File: config.mk
export PLATFORM = sky130hd
export DESIGN_NAME = trap_psr_sequencer
export DESIGN_NICKNAME = d
export VERILOG_FILES = /design/src/rtl/trap_psr_sequencer.sv
export SDC_FILE = /design/constraint.sdc
export NUM_CORES = 1
export LEC_CHECK = 0
export ABC_AREA = 1
export BUFFER_PORTS_ARGS = -buffer_cell sky130_fd_sc_hd__buf_2
export CORE_ASPECT_RATIO = 1.1
export CORE_UTILIZATION = 50
export CTS_CLUSTER_SIZE = 25
export DETAILED_ROUTE_END_ITERATION = 16
export PLACE_DENSITY = 0.75
export RECOVER_POWER = 50
export SYNTH_ARGS = -nofsm -noshare
export SYNTH_HDL_FRONTEND = slang
export SYNTH_SLANG_ARGS = --single-unit
File: constraint.sdc
create_clock -name clk -period 1.7 [get_ports clk]
set_clock_uncertainty 0.15 [all_clocks]
set_input_delay 0.085 -clock clk [delete_from_list [all_inputs] [get_ports clk]]
set_output_delay 0.085 -clock clk [all_outputs]
set_load 0.03 [all_outputs]
File: src/rtl/trap_psr_sequencer.sv
// Trap entry / RETT exit sequencer driving single-field PSR writes.
// Ports: clk, rst (async low), request/ack handshakes, PSR readback and strobes, tt latch.
module trap_psr_sequencer #(
  parameter int NWINDOWS = 8
) (
  input  logic       clk,
  input  logic       rst,
  input  logic       trap_req,
  input  logic [7:0] trap_tt,
  input  logic       rett_req,
  input  logic       S_cur,
  input  logic       PS_cur,
  input  logic       ET_cur,
  input  logic [4:0] CWP_cur,
  output logic       trap_ack,
  output logic       rett_ack,
  output logic       rett_err,
  output logic       busy,
  output logic       done,
  output logic       error_mode,
  output logic       PS_set,
  output logic       PS_in,
  output logic       S_set,
  output logic       S_in,
  output logic       ET_set,
  output logic       ET_in,
  output logic       CWP_wr,
  output logic [4:0] CWP_in,
  output logic       tt_wr,
  output logic [7:0] tt_out
);

  typedef enum logic [3:0] {
    IDLE,
    T_PS,
    T_S,
    T_ET,
    T_CWP,
    T_TT,
    R_CWP,
    R_S,
    R_ET,
    ERROR
  } state_t;

  localparam logic [4:0] CWP_MAX = 5'(NWINDOWS - 1);
  localparam logic [5:0] CWP_LIM = 6'(NWINDOWS);

  state_t     state;
  logic       snap_s;
  logic       snap_ps;
  logic [4:0] snap_cwp;
  logic [7:0] snap_tt;
  logic [4:0] cwp_dec;
  logic [4:0] cwp_inc;
  logic [4:0] cwp_safe;

  // Out-of-range readback is clamped so the wrap logic
  // can never emit a CWP at or above NWINDOWS.
  always_comb begin
    cwp_safe = CWP_cur;
    if ({1'b0, CWP_cur} >= CWP_LIM)
      cwp_safe = CWP_MAX;
  end

  always_comb begin
    cwp_dec = snap_cwp - 5'd1;
    if (snap_cwp == 5'd0)
      cwp_dec = CWP_MAX;
  end

  always_comb begin
    cwp_inc = snap_cwp + 5'd1;
    if (snap_cwp == CWP_MAX)
      cwp_inc = 5'd0;
  end

  // Outputs are registered one edge after the state that
  // owns them, so each strobe lands in its own cycle and
  // trails the ack by exactly one cycle.
  always_ff @(posedge clk or negedge rst) begin
    if (!rst) begin
      state      <= IDLE;
      snap_s     <= 1'b0;
      snap_ps    <= 1'b0;
      snap_cwp   <= 5'd0;
      snap_tt    <= 8'd0;
      trap_ack   <= 1'b0;
      rett_ack   <= 1'b0;
      rett_err   <= 1'b0;
      busy       <= 1'b0;
      done       <= 1'b0;
      error_mode <= 1'b0;
      PS_set     <= 1'b0;
      PS_in      <= 1'b0;
      S_set      <= 1'b0;
      S_in       <= 1'b0;
      ET_set     <= 1'b0;
      ET_in      <= 1'b0;
      CWP_wr     <= 1'b0;
      CWP_in     <= 5'd0;
      tt_wr      <= 1'b0;
      tt_out     <= 8'd0;
    end else begin
      trap_ack <= 1'b0;
      rett_ack <= 1'b0;
      rett_err <= 1'b0;
      done     <= 1'b0;
      PS_set   <= 1'b0;
      PS_in    <= 1'b0;
      S_set    <= 1'b0;
      S_in     <= 1'b0;
      ET_set   <= 1'b0;
      ET_in    <= 1'b0;
      CWP_wr   <= 1'b0;
      CWP_in   <= 5'd0;
      tt_wr    <= 1'b0;
      unique case (state)
        IDLE: begin
          busy <= 1'b0;
          if (trap_req) begin
            trap_ack <= 1'b1;
            if (ET_cur) begin
              snap_s   <= S_cur;
              snap_cwp <= cwp_safe;
              snap_tt  <= trap_tt;
              busy     <= 1'b1;
              state    <= T_PS;
            end else begin
              // Trap with traps disabled: halt.
              error_mode <= 1'b1;
              state      <= ERROR;
            end
          end else if (rett_req) begin
            rett_ack <= 1'b1;
            if (!ET_cur) begin
              snap_ps  <= PS_cur;
              snap_cwp <= cwp_safe;
              busy     <= 1'b1;
              state    <= R_CWP;
            end else begin
              rett_err <= 1'b1;
            end
          end
        end
        T_PS: begin
          busy   <= 1'b1;
          PS_set <= 1'b1;
          PS_in  <= snap_s;
          state  <= T_S;
        end
        T_S: begin
          busy  <= 1'b1;
          S_set <= 1'b1;
          S_in  <= 1'b1;
          state <= T_ET;
        end
        T_ET: begin
          busy   <= 1'b1;
          ET_set <= 1'b1;
          ET_in  <= 1'b0;
          state  <= T_CWP;
        end
        T_CWP: begin
          busy   <= 1'b1;
          CWP_wr <= 1'b1;
          CWP_in <= cwp_dec;
          state  <= T_TT;
        end
        T_TT: begin
          // busy stays high for the done cycle; the
          // IDLE visit that follows samples requests.
          busy   <= 1'b1;
          tt_wr  <= 1'b1;
          tt_out <= snap_tt;
          done   <= 1'b1;
          state  <= IDLE;
        end
        R_CWP: begin
          busy   <= 1'b1;
          CWP_wr <= 1'b1;
          CWP_in <= cwp_inc;
          state  <= R_S;
        end
        R_S: begin
          busy  <= 1'b1;
          S_set <= 1'b1;
          S_in  <= snap_ps;
          state <= R_ET;
        end
        R_ET: begin
          busy   <= 1'b1;
          ET_set <= 1'b1;
          ET_in  <= 1'b1;
          done   <= 1'b1;
          state  <= IDLE;
        end
        ERROR: begin
          busy       <= 1'b0;
          error_mode <= 1'b1;
          state      <= ERROR;
        end
        default: begin
          busy  <= 1'b0;
          state <= IDLE;
        end
      endcase
    end
  end

endmodule

# Word-level counts from Yosys, hierarchy flattened
# Cells that the tools add are included.
# op_classes
shifts	0
n_div	0
n_addsub	2
mux	38
bitwise_logic	2
multipliers	0
reduce_logical	14
n_lt_le_gt_ge	1
n_eq_ne	16
# op_table
op	n
$mux W5	7
$pmux W4 S8	1
$mux W1	22
$eq A4 B3 Y1 const B	4
$mux W4	4
$pmux W5 S2	1
$eq A4 B2 Y1 const B	2
$eq A4 B4 Y1 const B	2
$reduce_and A4 Y1	2
$reduce_or A2 Y1	4
$reduce_or A8 Y1	1
$ne A2 B2 Y1 const B	3
$ne A3 B3 Y1 const B	2
$pmux W1 S2	3
$reduce_and A3 Y1	2
$add A5 B1 Y5 const B	1
$eq A5 B3 Y1 const B	1
$ge A5 B4 Y1 const B	1
$logic_not A5 Y1	1
$sub A5 B1 Y5 const B	1
$eq A4 B1 Y1 const B	1
$logic_not A4 Y1	1
$reduce_bool A2 Y1	2
$ne A2 B1 Y1 const B	1
other kinds (2)	3
# word_totals
memories	0
rom_bits	0
input_bits	20
out_inout_bits	27
regBits	46
ram_bits	0
latchBits	0

# Longest topological paths before layout
# Gate-level depths: netlist of run 1.
# depth
ltp_word	5
ltp_mapped	8

# Least setup slack after synthesis of run 1
# OpenSTA, ideal clock, no wires.
# synth_timing
kind	flip-flop to flip-flop
from	register state[0]
to	register state[0]
required_time_ns	1.424
arrival_time_ns	0.990
setup_ns	0.126
slack_ns	0.434
stages_incl_launch_ff	5
path_cell_list	dfrtp_1 > nor2_4 > nand2_4 > nor2_1 > nor2_1
# synth_via
elab_chain_cells	3
# synth_rtl
item	line	text
from (decl)	49	state_t state;
from (signal assigned)	83	state <= IDLE;
from (signal assigned)	128	state <= T_PS;
from (signal assigned)	132	state <= ERROR;
$logic_not A4 Y1	118	unique case (state)
$ne A3 B3 Y1 (no source line)	--	
$reduce_and A2 Y1 (no source line)	--	
# Several ways; a longest one is shown, not always the timed one.
# A chain may end at the register's enable or synchronous reset.

# Worst setup path in the final report of run 1
# layout_timing
from	input port trap_req
to	register snap_cwp[0]
# layout_via
elab_chain_cells	2
# layout_rtl
item	line	text
from (decl)	8	input logic trap_req,
$ne A2 B1 Y1 (no source line) (tied with other cells)	--	
$reduce_and A4 Y1 (no source line)	--	
to (signal assigned)	125	snap_cwp <= cwp_safe;
to (signal assigned)	138	snap_cwp <= cwp_safe;
to (decl)	52	logic [4:0] snap_cwp;
# Several ways; a longest one is shown, not always the timed one.

==> results.sh, run 1 <==
export IMPL_status="finished clean"
export IMPL_layout_commonest_cell="nand2_1"
export IMPL_drtIter0Drc=66
export IMPL_synth_seq_area_share_pct=55.0
export IMPL_period_share_pct=93.4
export IMPL_via_count=1807
export IMPL_yosys_register_bits=46
export IMPL_finalWirelength_um=4510
export IMPL_cts_setup_buffers=0
export IMPL_grt_max_degree=28
export IMPL_cap_violations=0
export IMPL_p_leak_nw=1.50
export IMPL_yosys_area_share_simple_pct=31.3
export IMPL_fin_nets=342
export IMPL_powerDensity_nw_per_um2=1680
export IMPL_finalCriticalPeriod_ns=1.59
export IMPL_regArea_um2=1150
export IMPL_slew_headroom_pct=27.2
export IMPL_vdd_drop_max_uv=592
export IMPL_rows=24
export IMPL_start_util_pct=52.4
export IMPL_htreeDepth=2
export IMPL_drc=0
export IMPL_final_cell_mix="nand2_1 (90), dfrtp_1 (46), buf_2 (31)"
export IMPL_synth_top_family_by_area="simple AND/OR/NAND/NOR gates"
export IMPL_layout_area_overhead_vs_synth_pct=27.4
export IMPL_rsz0062_at_grt="no"
export IMPL_ys_types=22
export IMPL_avgRoutedWirePerCell_um=12.2
export IMPL_core_um2=3990
export IMPL_synthAdderAreaFrac_pct=3.59
export IMPL_cts_root_buffer_cell="clkbuf_8"
export IMPL_cts_buffers=5
export IMPL_globalplace_congestion=0.846
export IMPL_yosys_area_share_xor_xnor_pct=0.418
export IMPL_overflow=0
export IMPL_vias_per_cell=4.90
export IMPL_tightest_slew_ns=1.09
export IMPL_cts_sinks=46
export IMPL_die_w_um=63.7
export IMPL_ant_nets=0
export IMPL_path_clk_slew_ns=0.09
export IMPL_crit_type="in2reg"
export IMPL_drive_gt1_share_pct=17.0
export IMPL_fillers=342
export IMPL_drv_slew=0
export IMPL_cts_buffer_depth=2
export IMPL_synth_largest_area_cell="dfrtp_1"
export IMPL_stdcell_count=369
export IMPL_die_area_um2=4450
export IMPL_synth_area_leaders="dfrtp_1 (55%), nand2_1 (16%), inv_1 (5.0%)"
export IMPL_grt_pass1_vias=1782
export IMPL_arrival_ns=1.67
export IMPL_hold_class="in2reg"
export IMPL_grt_pass1_wl_um=7710
export IMPL_synthMuxAreaShare_pct=0
export IMPL_syn_inst=245
export IMPL_finalSetupViolations=0
export IMPL_die_y_um=69.9
export IMPL_insertion_delay_ns=0.30
export IMPL_start_kind="input pin"
export IMPL_synth_warnings=0
export IMPL_syn_area_um2=2090
export IMPL_antenna_found_initial=0
export IMPL_final_setup_tns_ns=0
export IMPL_cts_tree="done"
export IMPL_multi_input_area_um2=800
export IMPL_crit_fanout=8
export IMPL_portBuffers=46
export IMPL_synth_fp_nets=271
export IMPL_synth_compound_area_share_pct=2.87
export IMPL_hpwl_um=3100
export IMPL_grt_use_total_pct=22.7
export IMPL_end_kind="register"
export IMPL_numPlacedInstances=342
export IMPL_synthDominantCellAreaShare_pct=55.0
export IMPL_drtPass1Iterations=4
export IMPL_n_antenna_cell=0
export IMPL_pin_count=47
export IMPL_hold_viol=0
export IMPL_avgSynthCellArea_um2=8.54
export IMPL_fmax_mhz=630
export IMPL_cp_required_ns=1.78
export IMPL_power_mw=4.47
==> power by group <==
part           total (mW)  switching (mW)  internal [mW]  leakage, nW
logic                1.91            1.35          0.557        0.856
registers            1.75           0.261           1.49        0.593
clock network       0.811           0.372          0.439       0.0514
total                4.47            1.98           2.48         1.50
==> metal layers <==
layer | vias up | wire (um) | GRT usage [%]
met1 | 843 | 1880 | 25.9
met5 | - | 0 | 0
met2 | 59 | 2330 | 39.1
met3 | 11 | 187 | 5.88
li1 | 894 | - | -
met4 | 0 | 106 | 10.6
==> cells in the mapped netlist <==
| cell type | count |
|---|---|
| buf_6 | 1 |
| nor3_2 | 1 |
| o21ai_0 | 6 |
| xnor2_1 | 1 |
| inv_2 | 1 |
| buf_4 | 1 |
| inv_4 | 1 |
| nand4_2 | 1 |
| nand2_1 | 90 |
| inv_1 | 28 |
| clkinv_4 | 1 |
| nand2_2 | 1 |
| nand3_1 | 19 |
| nor2_4 | 5 |
| dfrtp_1 | 46 |
| ha_1 | 6 |
| nand4_1 | 3 |
| o21ai_1 | 3 |
| nand2_4 | 2 |
| a21oi_1 | 3 |
| nor2_2 | 1 |
| nor2_1 | 24 |
==> per-stage QoR <==
step	hold WS (ns)	utilization [%]	instance area, um2	worst slack (ns)
finish	0.000205	66.8	2670	0.111
floorplan	-0.361	-	2090	0.434
CTS	0.00238	67.4	2690	0.0648
detailed placement	-0.0836	59.8	2390	0.198
global placement	-0.0837	59.8	2390	0.258
global route	0.0159	66.8	2670	0.0164
==> worst max-delay path, stage by stage <==
cell and delay, ns:
dlygate4sd3_1 0.53, clkbuf_4 0.19, inv_1 0.09, ha_1 0.29, inv_1 0.05, o21ai_1 0.09, nor2_4 0.20, nand2_1 0.08
o21ai_1 0.07
==> sequential cells by signal, indices dropped and copies added (netlist names), 4 cells and up <==
signal    cells
state         4
tt_out        8
snap_tt       8
snap_cwp      5
CWP_in        5
==> area by class of cell <==
| cell class | instances | area share, % |
|---|---|---|
| tap | 52 | 2.44 |
| clock buffer | 6 | 2.72 |
| inverter | 31 | 4.65 |
| sequential | 46 | 43.2 |
| timing repair buffer | 66 | 15.6 |
| multi-input combinational | 166 | 30.0 |
| clock inverter | 2 | 1.41 |
==> cell families (layout without fill, tap and decap cells) <==
family | count (synthesis) | after routing
compound gates | 12 | 12
flops | 46 | 46
xor+xnor | 1 | 1
fa+ha+maj | 6 | 6
simple gates | 147 | 147
buf+inv | 33 | 105
==> final timing paths <==
path | from | to | slack [ns] | depth (start not counted)
worst max-delay path | trap_req | snap_cwp[0] | 0.11 | 9
worst max register to register | state[0] | snap_tt[7] | 0.16 | 6
min in group asynchronous | rst | tt_out[6] | 0.35 | 2
worst min register to register | snap_tt[3] | snap_tt[3] | 0.33 | 2
worst min-delay path | ET_cur | rett_err | 0.0002 | 3
max in group asynchronous | rst | state[1] | 0.25 | 3
==> what timing repair did <==
| item | CTS | global route |
|---|---|---|
| gates resized for setup | 0 | 2 |
| hold endpoints to repair | 62 | 0 |
| hold buffers | 19 | 0 |
| endpoints found under the setup margin | 0 | 3 |
Power figures use the tool's default switching activity.
==> inputs of run 2 (changes only) <==
--- a/config.mk
+++ b/config.mk
@@ -11,6 +11,7 @@
 export CORE_UTILIZATION = 50
 export CTS_CLUSTER_SIZE = 25
 export DETAILED_ROUTE_END_ITERATION = 16
+export HOLD_SLACK_MARGIN = 0.08
 export PLACE_DENSITY = 0.75
 export RECOVER_POWER = 50
 export SYNTH_ARGS = -nofsm -noshare
==> run 2 against run 1 <==
Compared with the run above: setup slack gained 0.027 ns; first-iteration DRC count is 14% lower; cell area is 0.38% higher; power about the same; combinational power barely moved; routed wire length increased by 0.13%.
==> results.sh, run 2 (same netlist as run 1, synthesis figures left out) <==
export IMPL_cp_top_family="buffers and inverters"
export IMPL_fmax_mhz=641
export IMPL_finalCriticalPeriod_ns=1.56
export IMPL_rows=24
export IMPL_die_w_um=63.7
export IMPL_drc=0
export IMPL_hold_viol=0
export IMPL_final_cell_mix="nand2_1 (90), dfrtp_1 (46), buf_2 (31)"
export IMPL_tightest_slew_ns=1.09
export IMPL_path_clk_slew_ns=0.08
export IMPL_htreeDepth=2
export IMPL_vdd_drop_max_uv=593
export IMPL_reg_top3="snap_tt: 8 flops, tt_out: 8 flops"
export IMPL_grt_max_degree=28
export IMPL_die_y_um=69.9
export IMPL_cts_buffers=5
export IMPL_status="finished clean"
export IMPL_ant_nets=0
export IMPL_crit_buf_inv=4
export IMPL_avgRoutedWirePerCell_um=12.2
export IMPL_cpPeakStageDelay_ns=0.53
export IMPL_via_count=1801
export IMPL_start_util_pct=52.4
export IMPL_final_setup_tns_ns=0
export IMPL_grt_pass1_wl_um=7790
export IMPL_overflow=0
export IMPL_crit_fanout=8
export IMPL_cp_slowest_cell="dlygate4sd3_1"
export IMPL_period_share_pct=91.8
export IMPL_end_kind="register"
export IMPL_crit_chain="dlygate4sd3_1 -> buf_4 -> inv_1 -> ha_1 -> inv_1 -> o21ai_1 -> nor2_4 -> nand2_1 -> o21ai_1"
export IMPL_crit_type="in2reg"
export IMPL_fin_nets=343
export IMPL_finalWirelength_um=4510
export IMPL_startpoint="trap_req"
export IMPL_antenna_found_initial=0
export IMPL_p_leak_nw=1.50
export IMPL_rrSetupSlack_ns=0.15
export IMPL_die_area_um2=4450
export IMPL_fillers=339
export IMPL_finalSetupViolations=0
export IMPL_slew_headroom_pct=27.4
export IMPL_drive_gt1_share_pct=17.3
export IMPL_hpwl_um=3100
export IMPL_layout_area_overhead_vs_synth_pct=27.9
export IMPL_drtIter0Drc=57
export IMPL_arrival_ns=1.64
export IMPL_drtPass1Iterations=4
export IMPL_cts_tree="done"
export IMPL_cp_required_ns=1.78
export IMPL_pin_count=47
export IMPL_min_from="snap_tt[3]"
export IMPL_drv_slew=0
export IMPL_cts_root_buffer_cell="clkbuf_8"
export IMPL_power_mw=4.46
export IMPL_hold_class="reg2reg"
export IMPL_rsz0062_at_grt="no"
export IMPL_cts_buffer_depth=2
export IMPL_powerDensity_nw_per_um2=1670
export IMPL_grt_use_total_pct=22.9
export IMPL_start_kind="input pin"
export IMPL_final_core_util_pct=67.0
export IMPL_cts_sinks=46
export IMPL_grt_pass1_vias=1782
export IMPL_layout_commonest_cell="nand2_1"
export IMPL_n_antenna_cell=0
export IMPL_globalplace_congestion=0.846
export IMPL_vias_per_cell=4.87
export IMPL_cap_violations=0
export IMPL_r2r_start="state[0]"
export IMPL_core_um2=3990
export IMPL_insertion_delay_ns=0.30
export IMPL_portBuffers=46
## run 2: changes by cell type in the layout (fill, tap and decap cells not counted), sizes merged
cell / before / now
buf: 32 / 33
clkbuf: 21 / 20
dlygate4sd3: 19 / 20
## run 2: layout make-up
cell class	instances	area, um2	share of cell area, %
clock buffer	6	72.6	2.71
clock inverter	2	37.5	1.40
inverter	31	124	4.63
multi-input combinational	166	800	29.9
sequential	46	1150	43.0
tap	52	65.1	2.43
timing repair buffer	67	427	15.9
## run 2: power by group
group | leakage [nW] | switching (mW) | internal [mW]
clock network | 0.0514 | 0.369 | 0.439
logic | 0.859 | 1.35 | 0.559
registers | 0.593 | 0.259 | 1.49
## run 2: metrics by stage
| step | area (um2) | hold WS, ns | worst slack (ns) | instances |
|---|---|---|---|---|
| after floorplan | 2090 | -0.361 | 0.434 | 245 |
| after global placement | 2390 | -0.0837 | 0.258 | 342 |
| after detailed placement | 2390 | -0.0836 | 0.198 | 342 |
| after CTS | 2700 | 0.131 | 0.0648 | 370 |
| after global routing | 2680 | 0.344 | 0.0271 | 370 |
| final | 2680 | 0.327 | 0.139 | 370 |
## run 2: worst paths after layout
path / end / depth (start not counted)
worst max-delay path: snap_cwp[0] / 9
worst min-delay path: snap_tt[3] / 2
min in group asynchronous: tt_out[4] / 2
max in group asynchronous: state[1] / 3
worst max register to register: snap_tt[6] / 6
worst min register to register: snap_tt[3] / 2
## run 2: tightest hold or removal path: cells and delay by family, from the launching register on
family | cells | cell delay, ns
flip-flops | 1 | 0.35
AND/OR/NAND/NOR | 2 | 0.10
## run 2: per-layer routing
layer  part of all wire [%]  up-vias  wire [um]  global-route usage (%)
met1                     42      837       1900                    26.5
met5                      0        -          0                       0
li1                       -      896          -                       -
met2                     52       58       2330                    39.4
met3                    4.0       10        181                    6.05
met4                    2.3        0        103                    10.1
## run 2: what timing repair did
item                                    in CTS  in global routing
endpoints found under the hold margin       65                  0
endpoints found under the setup margin       0                  5
buffers inserted                             0                  0
hold buffers                                20                  0
resized for setup                            0                  4
==> inputs of run 3 (changes only) <==
==> constraint.sdc (replaced) <==
create_clock -name clk -period 1.7 [get_ports clk]
set_clock_uncertainty 0.15 [all_clocks]
set_input_delay 0.34 -clock clk [delete_from_list [all_inputs] [get_ports clk]]
set_output_delay 0.34 -clock clk [all_outputs]
set_load 0.03 [all_outputs]
==> run 3 against run 2 <==
Compared with the run above: die area did not move; cell area fell by 5.8%; sequential power barely moved; register-to-register slack improved by 0.08 ns; combinational power barely moved; critical endpoint is now tt_out[0]; largest cell class unchanged; highest routed layer unchanged.
==> results.sh, run 3 (same netlist as run 1, synthesis figures left out) <==
export IMPL_cts_setup_buffers=0
export IMPL_rrSetupSlack_ns=0.23
export IMPL_insertion_delay_ns=0.30
export IMPL_finalCriticalPeriod_ns=1.47
export IMPL_start_util_pct=52.4
export IMPL_drive_gt1_share_pct=22.4
export IMPL_hold_class="in2reg"
export IMPL_p_leak_nw=1.51
export IMPL_final_setup_tns_ns=0
export IMPL_finalWirelength_um=4020
export IMPL_grt_pass1_wl_um=6940
export IMPL_overflow=0
export IMPL_start_kind="register"
export IMPL_die_area_um2=4450
export IMPL_grt_use_total_pct=20.4
export IMPL_path_clk_slew_ns=0.08
export IMPL_via_count=1673
export IMPL_cts_root_buffer_cell="clkbuf_8"
export IMPL_layout_commonest_cell="nand2_1"
export IMPL_drc=0
export IMPL_grt_pass1_vias=1587
export IMPL_cts_buffer_depth=2
export IMPL_rows=24
export IMPL_end_kind="register"
export IMPL_crit_type="reg2reg"
export IMPL_die_y_um=69.9
export IMPL_core_um2=3990
export IMPL_period_share_pct=86.7
export IMPL_fillers=351
export IMPL_die_w_um=63.7
export IMPL_cts_buffers=5
export IMPL_drtPass1Iterations=4
export IMPL_crit_fanout=10
export IMPL_hpwl_um=3090
export IMPL_status="finished clean"
export IMPL_vdd_drop_max_uv=758
export IMPL_cap_violations=0
export IMPL_n_antenna_cell=0
export IMPL_ant_nets=0
export IMPL_cts_sinks=46
export IMPL_finalSetupViolations=0
export IMPL_reg_top3="snap_tt: 8 flops, tt_out: 8 flops"
export IMPL_fmax_mhz=679
export IMPL_avgRoutedWirePerCell_um=11.3
export IMPL_cp_required_ns=1.79
export IMPL_portBuffers=46
export IMPL_drtIter0Drc=98
export IMPL_powerDensity_nw_per_um2=1750
export IMPL_final_cell_mix="nand2_1 (90), dfrtp_1 (46), buf_2 (45)"
export IMPL_antenna_found_initial=0
export IMPL_final_core_util_pct=63.2
export IMPL_globalplace_congestion=0.836
export IMPL_fin_nets=328
export IMPL_rsz0062_at_grt="no"
export IMPL_power_mw=4.42
export IMPL_hold_ws_ns=0.129
export IMPL_htreeDepth=2
export IMPL_grt_max_degree=31
export IMPL_slew_headroom_pct=69.0
export IMPL_drv_slew=0
export IMPL_vias_per_cell=4.71
export IMPL_cts_tree="done"
export IMPL_hold_viol=0
export IMPL_arrival_ns=1.56
export IMPL_pin_count=47
export IMPL_tightest_slew_ns=0.465
export IMPL_layout_area_overhead_vs_synth_pct=20.5
run 3: cell count changes in the layout (fill, tap and decap cells not counted), sizes merged:
| cell | delta |
|---|---|
| clkinvlp | -1 |
| buf | +16 |
| dlygate4sd3 | -19 |
| clkbuf | -11 |
run 3: routing by layer:
layer	global-route usage (%)	share of wire, %
met5	0	0
met2	33.6	48
met1	26.1	45
met4	8.33	1.9
met3	4.25	5.3
run 3: final timing paths:
| kind | startpoint | endpoint | cells after the start |
|---|---|---|---|
| worst max-delay path | state[2] | tt_out[0] | 6 |
| worst min-delay path | trap_tt[6] | snap_tt[6] | 3 |
| worst max register to register | state[2] | tt_out[0] | 6 |
| worst min register to register | snap_tt[3] | tt_out[3] | 2 |
| max in group asynchronous | rst | tt_out[1] | 3 |
| min in group asynchronous | rst | state[0] | 2 |
run 3: worst max-delay path, stage by stage (launching register included):
cell and delay, ns:
dfrtp_1 0.45, inv_1 0.08, nor2_1 0.32, nand2_4 0.18
clkinv_4 0.12, nand2_1 0.05, nand2_1 0.06
run 3: area by class of cell:
class                   count  area, um2  share of cell area, %
clock buffers               7       76.3                   3.03
clock inverters             1       30.0                   1.19
inverters                  31        124                   4.91
multi-input cells         166        790                   31.3
flip-flops and latches     46       1150                   45.6
well taps                  52       65.1                   2.58
repair buffers             52        287                   11.4
run 3: metrics by stage:
| stage | setup slack [ns] | std cells | area (um2) |
|---|---|---|---|
| 3_5_place_dp | 0.0837 | 346 | 2420 |
| 4_1_cts | 0.275 | 355 | 2540 |
| 2_1_floorplan | 0.342 | 245 | 2090 |
| 3_3_place_gp | 0.138 | 346 | 2420 |
| 5_1_grt | 0.0996 | 355 | 2520 |
| 6_report | 0.226 | 355 | 2520 |
run 3: report_power, final:
group | internal [mW] | leakage [nW] | switching, mW
Clock | 0.440 | 0.0524 | 0.350
Combinational | 0.585 | 0.861 | 1.32
Sequential | 1.49 | 0.593 | 0.242
run 3: timing repair:
action                                 CTS  global route
endpoints found under the hold margin   16             0
hold buffers                             1             0
resized for setup                        0             0
setup endpoints to repair                0             0
